## src/rtl/ramr_pkg.sv

```systemverilog
// Shared definitions for the command-word reader (ramr) and its writer twin.
package ramr_pkg;

  typedef enum logic [7:0] {
    IDLE = 8'h00,
    READ = 8'h01,
    LAST = 8'h02,
    ERRS = 8'h03
  } state_t;

  localparam int unsigned NUM_BYTE_DEF = 12;
  localparam logic [15:0] TIMEOUT_DEF  = 16'd1000;

endpackage

```

## src/rtl/ramr_if.sv

```systemverilog
// Parent handshake (fs/fd/err/data) plus byte-FIFO read port for ramr.
interface ramr_if #(
  parameter int unsigned NUM_BYTE = ramr_pkg::NUM_BYTE_DEF
) ();

  logic                  fs;
  logic                  fd;
  logic                  err;
  logic                  fifo_rxen;
  logic [7:0]            fifo_rxd;
  logic                  fifo_empty;
  logic [8*NUM_BYTE-1:0] data;

  modport master (
    output fs, fifo_rxd, fifo_empty,
    input  fd, err, fifo_rxen, data
  );

  modport slave (
    input  fs, fifo_rxd, fifo_empty,
    output fd, err, fifo_rxen, data
  );

endinterface

```

## src/rtl/ramr_tmo.sv

```systemverilog
// Saturating idle timer: cleared by clr, otherwise counts up on inc and sticks at all-ones.
module ramr_tmo #(
  parameter int unsigned W = 16
) (
  input  logic         clk,
  input  logic         rst,
  input  logic         clr,
  input  logic         inc,
  output logic [W-1:0] cnt
);

  always_ff @(posedge clk) begin
    if (rst || clr) begin
      cnt <= '0;
    end else if (inc && (cnt != '1)) begin
      cnt <= cnt + 1'b1;
    end
  end

endmodule

```

## src/rtl/ramr.sv

```systemverilog
// Byte-FIFO to command-word reader: pops NUM_BYTE bytes MSB-first into one word.
// Optional trailing XOR checksum check is built when RAMR_CHKSUM_EN is defined.
module ramr
  import ramr_pkg::*;
#(
  parameter int unsigned NUM_BYTE = NUM_BYTE_DEF,
  parameter logic [15:0] TIMEOUT  = TIMEOUT_DEF
) (
  input  logic   clk,
  input  logic   rst,
  ramr_if.slave  bus
);

  localparam int unsigned   W       = 8 * NUM_BYTE;
  localparam int unsigned   CW      = $clog2(NUM_BYTE + 1);
  localparam logic [CW-1:0] NB_C    = CW'(NUM_BYTE);
  localparam logic [CW-1:0] NB_LAST = CW'(NUM_BYTE - 1);

  state_t        state;
  state_t        state_nx;
  logic [CW-1:0] icnt;
  logic [CW-1:0] ccnt;
  logic          rd_vld;
  logic [W-1:0]  sreg;
  logic [W-1:0]  data_q;
  logic [W-1:0]  shifted;
  logic [15:0]   timer;
  logic          rxen;
  logic          cap_last;
  logic          timed_out;
  logic          chk_ok;

  assign shifted   = {sreg[W-9:0], bus.fifo_rxd};
  assign cap_last  = rd_vld && (ccnt == NB_LAST);
  // Once every pop is issued the timeout no longer applies; the last capture must land.
  assign timed_out = (timer >= TIMEOUT) && (icnt < NB_C);

`ifdef RAMR_CHKSUM_EN
  logic [7:0] xacc;

  assign chk_ok = ((xacc ^ bus.fifo_rxd) == 8'h00);

  always_ff @(posedge clk) begin
    if (rst) begin
      xacc <= '0;
    end else if ((state == IDLE) && bus.fs) begin
      xacc <= '0;
    end else if ((state == READ) && rd_vld) begin
      xacc <= xacc ^ bus.fifo_rxd;
    end
  end
`else
  assign chk_ok = 1'b1;
`endif

  ramr_tmo #(
    .W (16)
  ) u_tmo (
    .clk (clk),
    .rst (rst),
    .clr ((state != READ) || rxen),
    .inc (state == READ),
    .cnt (timer)
  );

  always_ff @(posedge clk) begin
    if (rst) begin
      state <= IDLE;
    end else begin
      state <= state_nx;
    end
  end

  always_comb begin
    state_nx = state;
    case (state)
      IDLE: if (bus.fs) state_nx = READ;
      READ: begin
        if (cap_last) begin
          state_nx = chk_ok ? LAST : ERRS;
        end else if (timed_out) begin
          state_nx = ERRS;
        end
      end
      LAST,
      ERRS: if (!bus.fs) state_nx = IDLE;
      default: state_nx = IDLE;
    endcase
  end

  always_comb begin
    rxen    = (state == READ) && !bus.fifo_empty && (icnt < NB_C);
    bus.fd  = (state == LAST) || (state == ERRS);
    bus.err = (state == ERRS);
  end

  assign bus.fifo_rxen = rxen;
  assign bus.data      = data_q;

  always_ff @(posedge clk) begin
    if (rst) begin
      icnt   <= '0;
      ccnt   <= '0;
      rd_vld <= 1'b0;
      sreg   <= '0;
      data_q <= '0;
    end else begin
      rd_vld <= rxen;
      if (state == IDLE) begin
        if (bus.fs) begin
          icnt <= '0;
          ccnt <= '0;
          sreg <= '0;
        end
      end else if (state == READ) begin
        if (rxen) begin
          icnt <= icnt + 1'b1;
        end
        if (rd_vld) begin
          sreg <= shifted;
          ccnt <= ccnt + 1'b1;
        end
        if (cap_last && chk_ok) begin
          data_q <= shifted;
        end
      end
    end
  end

endmodule

```

## src/flat_wrapper.sv

```systemverilog
// flat-port wrapper written by rule: the top's interface ports become plain ports
module ramr_flat import ramr_pkg::*;
#(
  parameter int unsigned NUM_BYTE = NUM_BYTE_DEF,
  parameter logic [15:0] TIMEOUT  = TIMEOUT_DEF
)
  (clk, rst, bus_fs, bus_fifo_rxd, bus_fifo_empty, bus_fd, bus_err, bus_fifo_rxen, bus_data);
  ramr_if #(.NUM_BYTE(NUM_BYTE)) bus_i ();
  input  logic clk;
  input  logic rst;
  input wire logic [$bits(bus_i.fs)-1:0] bus_fs;
  input wire logic [$bits(bus_i.fifo_rxd)-1:0] bus_fifo_rxd;
  input wire logic [$bits(bus_i.fifo_empty)-1:0] bus_fifo_empty;
  output wire logic [$bits(bus_i.fd)-1:0] bus_fd;
  output wire logic [$bits(bus_i.err)-1:0] bus_err;
  output wire logic [$bits(bus_i.fifo_rxen)-1:0] bus_fifo_rxen;
  output wire logic [$bits(bus_i.data)-1:0] bus_data;
  assign bus_i.fs = bus_fs;
  assign bus_i.fifo_rxd = bus_fifo_rxd;
  assign bus_i.fifo_empty = bus_fifo_empty;
  assign bus_fd = bus_i.fd;
  assign bus_err = bus_i.err;
  assign bus_fifo_rxen = bus_i.fifo_rxen;
  assign bus_data = bus_i.data;
  ramr #(.NUM_BYTE(NUM_BYTE), .TIMEOUT(TIMEOUT)) u_core (.clk(clk), .rst(rst), .bus(bus_i));
endmodule
```

## config.mk

```make
export PLATFORM = sky130hd
export DESIGN_NAME = ramr_flat
export DESIGN_NICKNAME = d
export VERILOG_FILES = /design/src/rtl/ramr_pkg.sv /design/src/rtl/ramr_if.sv /design/src/rtl/ramr_tmo.sv /design/src/rtl/ramr.sv /design/src/flat_wrapper.sv
export SDC_FILE = /design/constraint.sdc
export NUM_CORES = 1
export LEC_CHECK = 0
export CAP_MARGIN = 20
export CORE_MARGIN = 2
export CORE_UTILIZATION = 45
export CTS_CLUSTER_DIAMETER = 60
export DETAILED_ROUTE_END_ITERATION = 12
export GPL_TIMING_DRIVEN = 0
export PLACE_DENSITY = 0.68
export REMOVE_ABC_BUFFERS = 1
export SLEW_MARGIN = 20
export SYNTH_ARGS = -nofsm -noshare
export SYNTH_HDL_FRONTEND = slang
export SYNTH_SLANG_ARGS = --single-unit
export TNS_END_PERCENT = 1
```

## constraint.sdc

```tcl
create_clock -name clk -period 5.2 [get_ports clk]
set_clock_uncertainty 0.1 [all_clocks]
set_input_delay 0.52 -clock clk [delete_from_list [all_inputs] [get_ports clk]]
set_output_delay 0.52 -clock clk [all_outputs]
set_load 0.005 [all_outputs]
```

==> results.txt, run 1 <==
The count of buffers added by post-CTS timing repair for setup is 0. A synthesized cell averages 8.71 µm². Entering global routing, the biggest net connects 110 pins. The fraction of final layout cells sized beyond drive strength 1 came out at 5.67%. The worst IR drop on VDD is 256 µV. The critical path contains buffers and inverters numbering 2 combined. The final critical delay including setup and external delays is 2.77 ns.

The slowest stage of the critical path is the sky130_fd_sc_hd__dfxtp_1 cell. After technology mapping, the gate count stands at 867. After floorplanning, the core was sized to cover 16500 µm². The part of the Yosys area used for sequential elements is 55.9%. The half-perimeter wire length after placement came out at 9.64 mm.

STA classifies the critical path endpoint as an output pin. The placer congestion estimate is 0.791. Walking the worst path, the cells encountered are nor2b_4 -> nand3b_4 -> inv_1 -> clkdlybuf4s50_1. The number of synthesized flops with an enable pin is 0.

The most numerous cell in the Yosys netlist is sky130_fd_sc_hd__dfxtp_1. The net count of the finished layout is 956. In this run the worst path has a maximum fanout of 10.

The first-pass GRT wire length came out at 27.2 mm. The worst setup path is launched from a register. The number of vias after detailed routing came out at 6107. The maximum frequency from static timing analysis came out at 361 MHz.

The buffer levels on the longest clock path came out at 3. The layout filler cell count came out at 1461. The clock-pin slew on the worst setup and hold paths is 0.06 ns. The final cell count without fillers is 1173. The effective utilization at floorplan came out at 45.9%. The worst setup path category is register to output pin. The number of antenna violations at the first check in global routing was 0.

The I/O pin count is 111. The final number of hold-violating endpoints came to 0. The die covers 17800 µm². After synthesis, the netlist uses 47 different library cells. The area added between synthesis and finish came out at 25.6%. The remaining max-slew budget at the tightest pin is 45.4%. The floorplan has 47 rows.

Setup repair after global routing left no endpoint under its margin. The total of cells resized after clock tree synthesis came out at 0. The number of max-cap violations is 0. The vertical extent of the die came out at 134 µm. In this run the worst hold path is classified as register to register.

The fraction of post-synthesis cell area in the top cell type by area is 55.9%. The tree is rooted in a sky130_fd_sc_hd__clkbuf_16. The final number of max-transition violations is 0. The die span in x came out at 134 µm.

In this run, the number of DRC markers left after iteration 0 of detailed routing was 349. After synthesis, the most frequently instantiated cells are sky130_fd_sc_hd__dfxtp_1 (211), sky130_fd_sc_hd__nand2_1 (206), sky130_fd_sc_hd__nor2_1 (112). After detailed routing, the number of remaining DRC violations is 0.

The biggest cell delay along the critical path came out at 0.55 ns. The TritonCTS clock tree is built. In the global route stage, overall resource usage came out at 18.1%. The H-tree depth came out at 1. The via count of the first global-routing pass is 5576. The transition time of the tightest slew-check pin is 0.816 ns. The number of buffers added to fix hold violations after cts is 0.

The number of synthesis warnings is 0. The fraction of synthesis flops using an asynchronous set or reset pin came out at 0%. The area of the mapped netlist came out at 7550 µm². The synthesized design spends more area on one cell type than any other, namely sky130_fd_sc_hd__dfxtp_1. The count of nets left with antenna violations once routing finished came out at 0. The number of optimization iterations in the first detailed-route pass came out at 5. The leakage component of the power is 0.00311 µW. The arrival time at the worst endpoint is 2.15 ns. The flow ran to the end, and the final reports show no timing, DRC or antenna violations. The worst setup slack after layout is 2.43 ns. The number of antenna cells inserted came out at 0.

The final routed wire length divided by cell count is 14.0 µm. The required arrival time at the worst endpoint is 4.58 ns. The clock reaches the later pin of the worst-skew pair after 0.50 ns.

The number of buffers inserted during clock tree synthesis came out at 22. Setup violations remaining at the end of the flow were counted as 0. The mean number of vias per cell is 5.21.

Of the available clock period, the critical path in the final layout requires 53.2%. The number of placed instances with taps included came out at 1136. The count of clock tree sinks came out at 211. The post-placement setup slack is 2.79 ns. The number of synthesized register bits is 211.

The leading register cell type out of synthesis is sky130_fd_sc_hd__dfxtp_1. Yosys attributes the largest share of cell area to sky130_fd_sc_hd__dfxtp_1 (56%), sky130_fd_sc_hd__nand2_1 (10%), sky130_fd_sc_hd__a22oi_1 (8.7%). Buffers placed on the I/O ports in this run total 110. The global-route congestion overflow total came out at 0.

The power density over the cells is 336 nW/µm². The final wirelength came out at 16.4 mm. The cell class contributing the biggest share of worst-path delay is buffers and inverters.
==> metrics by stage <==
stage               cell area, µm²  power, µW  TNS (ns)  util, %  hold WS (ns)
floorplan                     7230       1690         0        -         0.325
global placement              8610       1740   -265.13     52.3         0.342
detailed placement            8800       1750         0     53.5         0.345
CTS                           9480       3230         0     57.6         0.355
global route                  9480       3300         0     57.6         0.373
finish                        9480       3180         0     57.6         0.352
==> state kept, by name, indices dropped and copies added (netlist names) <==
signal,count
u_core.icnt,4
u_core.ccnt,4
u_core.sreg,88
u_core.state,2
u_core.rd_vld,1
u_core.bus.data,96
u_core.u_tmo.cnt,16
==> routing by layer <==
layer	vias up	global-route usage (%)	wire length (µm)	part of all wire [%]
met5	-	0	0	0
met4	0	4.20	267	1.6
met3	17	5.25	995	6.1
met2	110	29.0	7480	46
met1	2908	24.2	7630	47
li1	3072	-	-	-
==> cell usage in the layout, fill, tap and decap left out, types with 3 or more instances in the layout <==
cell type	instances
sky130_fd_sc_hd__a21oi_1	104
sky130_fd_sc_hd__a22oi_1	88
sky130_fd_sc_hd__buf_12	3
sky130_fd_sc_hd__buf_16	4
sky130_fd_sc_hd__clkbuf_1	6
sky130_fd_sc_hd__clkbuf_16	22
sky130_fd_sc_hd__clkbuf_8	3
sky130_fd_sc_hd__clkdlybuf4s50_1	109
sky130_fd_sc_hd__clkinv_2	4
sky130_fd_sc_hd__dfxtp_1	211
sky130_fd_sc_hd__ha_1	4
sky130_fd_sc_hd__inv_1	5
sky130_fd_sc_hd__nand2_1	206
sky130_fd_sc_hd__nand3_1	3
sky130_fd_sc_hd__nand4_1	6
sky130_fd_sc_hd__nor2_1	111
sky130_fd_sc_hd__nor3_1	6
sky130_fd_sc_hd__nor4_1	3
sky130_fd_sc_hd__o21ai_0	3
sky130_fd_sc_hd__xnor2_1	14
sky130_fd_sc_hd__xor2_1	3
==> logic make-up after synthesis <==
| logic type | after synthesis | share of synthesized area, % |
|---|---|---|
| XOR/XNOR | 17 | 1.97 |
| AND/OR/NAND/NOR | 355 | 19.5 |
| adder cells (fa/ha/maj) | 4 | 0.663 |
| flip-flops | 211 | 55.9 |
| AO/OA/AOI/OAI | 205 | 17.2 |
| buffers and inverters | 73 | 4.49 |
| multiplexers | 2 | 0.282 |
==> layout make-up <==
cell class	count	area, µm²	area share [%]
flip-flops and latches	211	4220	44.5
multi-input cells	583	3010	31.7
repair buffers	117	1280	13.5
clock buffers	31	614	6.48
well taps	220	275	2.90
clock inverters	6	66.3	0.699
inverters	5	18.8	0.198
==> worst paths after layout <==
check / start / endpoint / slack [ns] / cells after the start
max: u_core.state[0] / bus_fifo_rxen / 2.43 / 4
max reg2reg: u_core.u_tmo.cnt[1] / u_core.u_tmo.cnt[9] / 2.94 / 6
min reg2reg: u_core.bus.data[61] / u_core.bus.data[61] / 0.35 / 2
min: u_core.bus.data[61] / u_core.bus.data[61] / 0.35 / 2
==> where the power goes <==
part	switching [µW]	internal [µW]
Clock	605	871
Combinational	62.3	24.9
Sequential	3.41	1620
==> worst reg2reg max path, delay by kind of cell (launching register included) <==
kind / cells / cell delay (ns)
AOI/OAI and AO/OA: 1 / 0.83
xor gates and xnor gates: 1 / 0.20
adders and majority gates: 1 / 0.21
DFF: 1 / 0.39
and+or+nand+nor: 3 / 0.39
(Power assumes the default switching activity.)
==> run 2: changes to the inputs <==
--- a/config.mk
+++ b/config.mk
@@ -11,7 +11,7 @@
 export CTS_CLUSTER_DIAMETER = 60
 export DETAILED_ROUTE_END_ITERATION = 12
 export GPL_TIMING_DRIVEN = 0
-export PLACE_DENSITY = 0.68
+export PLACE_DENSITY = 0.71
 export REMOVE_ABC_BUFFERS = 1
 export SLEW_MARGIN = 20
 export SYNTH_ARGS = -nofsm -noshare
==> constraint.sdc (replaced) <==
create_clock -name clk -period 2.46 [get_ports clk]
set_clock_uncertainty 0.1 [all_clocks]
set_input_delay 0.246 -clock clk [delete_from_list [all_inputs] [get_ports clk]]
set_output_delay 0.246 -clock clk [all_outputs]
set_load 0.005 [all_outputs]
==> results.txt, run 2 (synthesized netlist as in run 1, its figures left out) <==
The flip-flop count of the largest register, all copies and words added came out at 96. The layout filler cell count came out at 1498. The number of instances on the worst hold path came out at 2.

For met1 alone, demand over resource in global routing was 23.3%. The arrival time at the worst endpoint came out at 1.98 ns. Clock tree synthesis selected as its root buffer the cell sky130_fd_sc_hd__clkbuf_16. The final number of max-transition violations was 0.

Dividing total power by cell area gives a power density of 736 nW/µm². Headroom to the max-slew limit came out at 43.0%. Setup repair after global routing left no endpoint under its margin. The first-pass GRT wire length came out at 27.4 mm.

The utilization of the core after routing came out at 58.2%. The required arrival time at the worst endpoint came out at 2.11 ns. The I/O pin count is 111. The final wirelength is 16.2 mm. The die area came out at 17800 µm². The peak fanout along the critical path is 10. The met2 global-route usage came out at 29.4%.

The buffer levels on the longest clock path came out at 3. For this run, design rule violations remaining after detail routing come to 0. TritonCTS built the clock tree. Of the cells placed in the final design, the portion with a size suffix greater than 1 is 6.59%. The multi-input combinational cell area came out at 3010 µm². The placeable core region is 16500 µm². Static timing analysis puts the maximum clock frequency at 431 MHz.

Leaving out fill and tap cells, the most frequent cell in the layout is sky130_fd_sc_hd__dfxtp_1. The slowest stage of the critical path is the sky130_fd_sc_hd__clkdlybuf4s50_1 cell. 0 antenna diodes ended up in the layout. The sequential cell area in the final layout came out at 4230 µm². The placer congestion estimate came out at 0.741.

The final worst-path cycle share is 94.4%. Across the VDD grid, the largest voltage drop is 538 µV. The clock-pin slew on the worst setup and hold paths came out at 0.06 ns. The number of buffers added to fix hold violations after cts came out at 0. The via count of the first global-routing pass is 5683. The biggest cell delay along the critical path is 0.52 ns. The final number of hold-violating endpoints came out at 0.

The number of optimization iterations in the first detailed-route pass came out at 5. For met3 alone, demand over resource in global routing was 5.86%. For hold timing, the worst endpoint is u_core.sreg[83]. Excluding fillers, the count of instances in the completed layout stands at 1176. The remaining number of nets flagged by the antenna check after routing is 0. The total setup violations reported at the end of the flow came out at 0. The detailed router finished its first iteration with 299 violations. The register-to-register path setup slack is 0.28 ns. The total overflow left after global routing is 0.

The global routing stage identified its most utilized layer as met2. The count of clock tree sinks is 211. The number of standard-cell rows in the floorplan is 47.

The final critical delay including setup and external delays came out at 2.32 ns. The tightest min-delay check is of the input pin to register type. The cell count of the worst reg-to-reg path came out at 5. The H-tree depth is 1. STA classifies the critical path startpoint as a register. The flow ran to the end, and the final reports show no timing, DRC or antenna violations. STA classifies the critical path endpoint as an output pin.

The half-perimeter wire length after placement came out at 9.72 mm. The number of max-cap violations came out at 0. The mean number of vias per cell came out at 5.16. Measured along the y axis, the die boundary spans 134 µm. The effective utilization at floorplan came out at 45.9%. The total of buffers placed on input and output ports is 110. The total number of nets in the final design is 956. The clock insertion delay at the later pin of the skew report is 0.51 ns. The number of antenna violations at the first check in global routing is 0. Dividing the detail-routed wire length by the instance count gives 13.8 µm. In this run the critical register-to-register path is captured at u_core.u_tmo.cnt[11]. The transition time of the tightest slew-check pin is 0.853 ns. In this run the static leakage power is 0.00316 µW. The number of buffers inserted during clock tree synthesis came out at 22. The area added between synthesis and finish came out at 27.0%. In the layout the commonest cells are sky130_fd_sc_hd__dfxtp_1 (210), sky130_fd_sc_hd__nand2_1 (206), sky130_fd_sc_hd__nor2_1 (111), sky130_fd_sc_hd__clkdlybuf4s50_1 (109), sky130_fd_sc_hd__a21oi_1 (104). Walking the worst path, the cells encountered are nor2b_4 -> nand3b_4 -> inv_1 -> clkdlybuf4s50_1. The worst setup path category is register to output pin. The maximum number of pins on one net before global-route repair came out at 102. The number of placed instances with taps included came out at 1136.

In this run the most critical hold path is launched from rst. The die span in x came out at 134 µm. The total routing usage reported by global routing is 18.0%. In this run the critical register-to-register path is launched from u_core.u_tmo.cnt[12].

The number of vias after detailed routing came out at 6073.
==> run 2: changes by cell type in the layout (fill, tap and decap cells not counted), sizes merged <==
| cell | delta |
|---|---|
| bufinv | +1 |
| clkinvlp | +2 |
==> run 2: worst max-delay path: cells and delay by family, from the launching register on <==
| kind | cells | cell delay [ns] |
|---|---|---|
| flops | 1 | 0.44 |
| buf+inv | 2 | 0.67 |
| simple gates | 2 | 0.38 |
==> run 2: worst max-delay path by stage <==
stage / from / to / slack, ns / depth (start not counted)
after floorplan: u_core.ccnt[0] / u_core.bus.data[0] / -1.58 / 5
after global placement: rst / u_core.u_tmo.cnt[1] / -4.33 / 3
after detailed placement: u_core.u_tmo.cnt[1] / u_core.u_tmo.cnt[13] / 0.18 / 6
after CTS: u_core.state[0] / bus_fifo_rxen / 0.10 / 4
after global routing: u_core.u_tmo.cnt[13] / u_core.u_tmo.cnt[13] / 0.03 / 5
final: u_core.state[0] / bus_fifo_rxen / 0.14 / 4
==> run 2: layout make-up <==
type / count / share of cell area [%]
Sequential cell: 211 / 44.1
Clock buffer: 31 / 6.93
Clock inverter: 9 / 1.16
Inverter: 5 / 0.196
Timing Repair Buffer: 117 / 13.4
Multi-Input combinational cell: 583 / 31.4
Tap cell: 220 / 2.87
==> run 2: repair_timing <==
action | in CTS | in global routing
endpoints found under the hold margin | 0 | 0
setup endpoints to repair | 1 | 5
cloned | 0 | 0
buffers inserted | 0 | 0
pin swaps | 0 | 1
resized for setup | 1 | 0
==> run 2: report_power, final <==
| part | internal, µW | switching [µW] |
|---|---|---|
| Combinational | 54.9 | 131 |
| Clock | 2100 | 1350 |
| Sequential | 3420 | 6.94 |
==> run 2: stage by stage <==
stage               TNS, ns  cell area (µm²)  hold WS (ns)  power (µW)  setup slack (ns)
floorplan           -188.78             7230         0.215        3570             -1.58
global placement    -791.81             8610         0.341        3670             -4.33
detailed placement        0             8810         0.346        3690             0.176
CTS                       0             9590        0.0590        7130             0.104
global route              0             9590        0.0853        7290            0.0313
finish                    0             9590        0.0688        7060             0.138
==> run 2: per-layer routing <==
metal | vias up | wire [µm]
li1 | 3065 | -
met1 | 2855 | 7300
met2 | 128 | 7320
met3 | 25 | 1240
met4 | 0 | 330
met5 | - | 0
